===== config.mk =====
export PLATFORM = sky130hd
export DESIGN_NAME = mem_port_arbiter
export DESIGN_NICKNAME = d
export VERILOG_FILES = /design/src/rtl/mem_port_arbiter.sv
export SDC_FILE = /design/constraint.sdc
export NUM_CORES = 1
export LEC_CHECK = 0
export BUFFER_PORTS_ARGS = -buffer_cell sky130_fd_sc_hd__clkbuf_2
export CAP_MARGIN = 15
export CORE_ASPECT_RATIO = 1.4
export CORE_UTILIZATION = 40
export DETAILED_ROUTE_END_ITERATION = 6
export GPL_TIMING_DRIVEN = 0
export SLEW_MARGIN = 40
export SYNTH_ARGS = -nofsm -noshare
export SYNTH_HDL_FRONTEND = slang
export SYNTH_SLANG_ARGS = --single-unit

===== constraint.sdc =====
create_clock -name clk -period 2.6 [get_ports clk]
set_input_delay 0.52 -clock clk [delete_from_list [all_inputs] [get_ports clk]]
set_output_delay 0.52 -clock clk [all_outputs]
set_load 0.02 [all_outputs]

===== src/rtl/mem_port_arbiter.sv =====
// Round-robin arbiter sharing one data-memory port between four requesters.
// Grants are locked until the owner's last beat, abandonment, or a watchdog release.
module mem_port_arbiter #(
    parameter int NREQ     = 4,
    parameter int MAX_HOLD = 16,
    parameter int CNT_W    = 5
) (
    input  logic            clk,
    input  logic            reset,
    input  logic [NREQ-1:0] req,
    input  logic [NREQ-1:0] last,
    input  logic            mem_ready,
    output logic [NREQ-1:0] grant,
    output logic [1:0]      mux_sel,
    output logic            mem_valid,
    output logic            busy,
    output logic            timeout_err
);

    typedef enum logic {IDLE, GRANT} state_t;

    state_t            state_q, state_d;
    logic [NREQ-1:0]   grant_q, grant_d;
    logic [1:0]        mux_sel_q, mux_sel_d;
    logic              busy_q, busy_d;
    logic              timeout_err_q, timeout_err_d;
    logic [1:0]        rr_ptr_q, rr_ptr_d;
    logic [CNT_W-1:0]  hold_cnt_q, hold_cnt_d;

    logic [NREQ-1:0]   arb_req;
    logic [1:0]        arb_start;
    logic [1:0]        arb_idx;
    logic [1:0]        cand;
    logic              arb_found;
    logic              beat;
    logic              watchdog;
    logic              release_now;

    always_ff @(posedge clk or posedge reset) begin
        if (reset) begin
            state_q       <= IDLE;
            grant_q       <= '0;
            mux_sel_q     <= 2'd0;
            busy_q        <= 1'b0;
            timeout_err_q <= 1'b0;
            rr_ptr_q      <= 2'd0;
            hold_cnt_q    <= '0;
        end else begin
            state_q       <= state_d;
            grant_q       <= grant_d;
            mux_sel_q     <= mux_sel_d;
            busy_q        <= busy_d;
            timeout_err_q <= timeout_err_d;
            rr_ptr_q      <= rr_ptr_d;
            hold_cnt_q    <= hold_cnt_d;
        end
    end

    always_comb begin
        state_d       = state_q;
        grant_d       = grant_q;
        mux_sel_d     = mux_sel_q;
        busy_d        = busy_q;
        rr_ptr_d      = rr_ptr_q;
        hold_cnt_d    = hold_cnt_q;
        timeout_err_d = 1'b0;
        beat          = 1'b0;
        watchdog      = 1'b0;
        release_now   = 1'b0;
        arb_req       = req;
        arb_start     = rr_ptr_q;
        cand          = 2'd0;

        // On release the search starts after the owner and excludes it
        if (state_q == GRANT) begin
            beat        = mem_valid && mem_ready;
            watchdog    = req[mux_sel_q] && !beat && (hold_cnt_q == CNT_W'(MAX_HOLD - 1));
            release_now = (beat && last[mux_sel_q]) || !req[mux_sel_q] || watchdog;
            arb_req     = req & ~grant_q;
            arb_start   = mux_sel_q + 2'd1;
        end

        arb_found = 1'b0;
        arb_idx   = arb_start;
        for (int i = 3; i >= 0; i--) begin
            cand = arb_start + 2'(i);
            if (arb_req[cand]) begin
                arb_found = 1'b1;
                arb_idx   = cand;
            end
        end

        case (state_q)
            IDLE: begin
                hold_cnt_d = '0;
                if (arb_found) begin
                    state_d   = GRANT;
                    grant_d   = NREQ'(1) << arb_idx;
                    mux_sel_d = arb_idx;
                    busy_d    = 1'b1;
                end
            end
            GRANT: begin
                if (release_now) begin
                    rr_ptr_d      = mux_sel_q + 2'd1;
                    hold_cnt_d    = '0;
                    timeout_err_d = watchdog;
                    if (arb_found) begin
                        grant_d   = NREQ'(1) << arb_idx;
                        mux_sel_d = arb_idx;
                    end else begin
                        state_d = IDLE;
                        grant_d = '0;
                        busy_d  = 1'b0;
                    end
                end else if (beat) begin
                    hold_cnt_d = '0;
                end else if (hold_cnt_q != {CNT_W{1'b1}}) begin
                    hold_cnt_d = hold_cnt_q + CNT_W'(1);
                end
            end
            default: begin
                state_d = IDLE;
            end
        endcase
    end

    always_comb begin
        mem_valid = (state_q == GRANT) && req[mux_sel_q];
    end

    assign grant       = grant_q;
    assign mux_sel     = mux_sel_q;
    assign busy        = busy_q;
    assign timeout_err = timeout_err_q;

endmodule

==> flow_summary.toml <==
[setup_path]
r2r_start = "hold_cnt_q[0]"
r2r_cells = 8
cp_max_fo = 7
worst_setup_path_end_kind = "primary output"
r2r_setup_slack_ps = 570
r2r-end = "mux_sel[1]"
criticalPathCategory = "flop to primary output"
cp.arrival_ps = 1660
critPathLaunchType = "flop"
cp_data_required_time_ps = 2080

[sta]
worst_slack_ps = 421.2
min_period_over_period = 0.8380
fmax_ghz = 0.4590
hold_viol = 0
worst_pin_slew_ps = 615.8
fin_hold_ws_ps = 272.8
setup_tns_ps = 0
rsz0062_at_grt = "no"
period_needed_ps = 2179
slew_viol_final = 0
setup_violations = 0
slew_headroom = 0.5890
finalClockSkew_ps = 8.014

[placement]
place_hpwl_mm = 1.894
dpl_worst_slack_ps = 587.6
io_buffers = 19
routabilityCongestion = 0.9490
post_dp_cell_area_sq_um = 1232
post-place-cells = 165

[logic_synthesis]
yosys_warnings = 0
synth_top_family_by_area = "compound AO/OA/AOI/OAI gates"
synth_xor_area_frac = 0.03207
synthTopCellsByArea = "dfrtp_1 37%, nor2_1 4.5%, ha_1 3.4%"
synth_top_cell_area_share = 0.3666
synth.most_common_cell = "dfrtp_1"
synth_mux_area_frac = 0.04811
synth_fa_ha_area_frac = 0.03436
seq_area_frac_synth = 0.3666
syn_avg_cell_area_sq_um = 9.930
synthFlopType = "dfrtp_1"
ys_types = 45
synthTopCellsByCount = "16 x dfrtp_1, 13 x nor2_1, 8 x inv_1, 7 x nand2_1, 5 x a21oi_1"
synth_top_area_cell = "dfrtp_1"
synth-seq-cells = 16
syn_area_sq_um = 1092
synth_fp_nets = 124
synth-edff-count = 0
synth-compound-area-share = 0.2520
synth-simple-area-share = 0.2073
syn_inst = 110
synthArstFlopShare = 1.000

[power_and_ir_drop]
power.density_nw_per_um2 = 1084
p_int_uw = 768.3
seqPwrFrac = 0.290
p_switching_uw = 606.8
vdd_ir_drop_max_uv = 395.1
clockPowerShare = 0.119
p_leak_uw = 0.0005953
power_frac_comb = 0.591
netSwitchingFraction = 0.4413

[grt]
track_usage = 0.1806
grt_use_met1 = 0.2335
antenna_found_initial = 0
grt_util_met2 = 0.2940
grt.overflow.total = 0
grt_pass1_wl_mm = 3.933
grt_use_met3 = 0.01695
top_usage_layer = "met2"
grt_start_max_net_pins = 17
first_global_vias = 872

[final_layout]
fill_cells = 253
instances_no_fill = 169
syn_to_final_growth_pct = 16.15
drive_gt1_frac = 0.3008
layout.nets = 148
fin_area_sq_um = 1269
diodes = 0

[run_status]
status = "finished clean"

[floorplan]
std_cell_rows = 22
start_util = 0.4177
fp.dieW_um = 46.17
ios = 20
die_h_um = 63.83
die-area_sq_um = 2947
coreArea_sq_um = 2615

[clock_tree]
htreeDepth = 1
ctsHoldBuffers = 0
clock_latency_ps = 280
cts_buffers = 3
clk_pin_slew_ps = 100
cts_tree = "yes"
clock-sinks = 16
cts_resized = 0
post_cts_buffers = 0
cts_buffer_depth = 2
root_buffer = "clkbuf_4"

[route]
routed_wirelength_mm = 2.374
ant_nets = 0
drcViolationCount = 0
wl_per_cell_um = 14.05
dr.first_iter.drc_count = 32
dr.pass1.iters = 4
viasPerCell = 5.420
vias = 916

[hold_path]
hold_path_class = "input port to async pin"

[flow_run]
maxCapViolations = 0
## area by class of cell
class / count / area [sq um] / share of cell area
buffer: 4 / 35.03 / 0.02761
tap: 36 / 45.04 / 0.03550
inverter: 8 / 30.03 / 0.02367
multi-input combinational: 82 / 626.9 / 0.4941
clock buffer: 4 / 36.28 / 0.02860
sequential: 16 / 400.4 / 0.3156
timing repair buffer: 19 / 95.09 / 0.07495
## worst max-delay path by stage
stage / startpoint / endpoint / slack, ps / cells after the start
after global placement: hold_cnt_q[0] / mux_sel[1] / 610 / 8
after global routing: mux_sel[1] / mem_valid / 360 / 5
after CTS: mux_sel[1] / mem_valid / 410 / 5
after detailed placement: hold_cnt_q[0] / grant[3] / 590 / 8
final: mux_sel[1] / mem_valid / 420 / 5
after floorplan: mux_sel[1] / mem_valid / 760 / 4
## power by group through the flow
stage          logic [uW]  clock network [uW]  registers [uW]
2_1_floorplan         582                   0             441
3_3_place_gp          803                   0             402
3_5_place_dp          813                   0             405
4_1_cts               817                 171             398
5_1_grt               895                 177             409
6_report              813                 164             398
## sequential cells by signal, indices dropped and copies added (netlist names)
signal,cells
busy,1
mux_sel,2
timeout_err,1
state_q,1
hold_cnt_q,5
rr_ptr_q,2
grant,4
## worst max-delay path, stage by stage, from the launching register on
cell and delay (ps):
dfrtp_1 370, buf_6 140, mux4_2 530, nand2_2 140, inv_1 50, clkbuf_2 150
## metrics by stage
stage / power (uW) / utilization
after floorplan: 1023 / -
after global placement: 1204 / 0.4713
after detailed placement: 1217 / 0.4713
after CTS: 1387 / 0.4852
after global routing: 1482 / 0.4852
final: 1375 / 0.4852
## logic make-up (layout without fill, tap and decap cells)
kind of cell / Yosys count / in the layout
mux: 4 / 4
simple gates: 39 / 39
flops: 16 / 16
buf+inv: 12 / 35
fa+ha+maj: 3 / 3
xor+xnor: 4 / 4
compound gates: 32 / 32
## metal layers
| metal | vias up | wire length, um | part of all wire |
|---|---|---|---|
| met4 | 0 | 48 | 0.020 |
| met1 | 430 | 1001 | 0.42 |
| met2 | 28 | 1253 | 0.53 |
| met5 | - | 0 | 0 |
| li1 | 452 | - | - |
| met3 | 6 | 70 | 0.029 |
## cell usage in the layout, fill, tap and decap left out, drive strengths merged, types with 3 or more instances in the layout
master and n:
mux2i 3, o21ai 3, nor2 13, a21oi 5, nand2 8, o2bb2ai 3
o221ai 3, buf 4, nand2b 4, dfrtp 16, inv 8, ha 3
a21bo 3, clkbuf 23
Power figures use the tool's default switching activity.
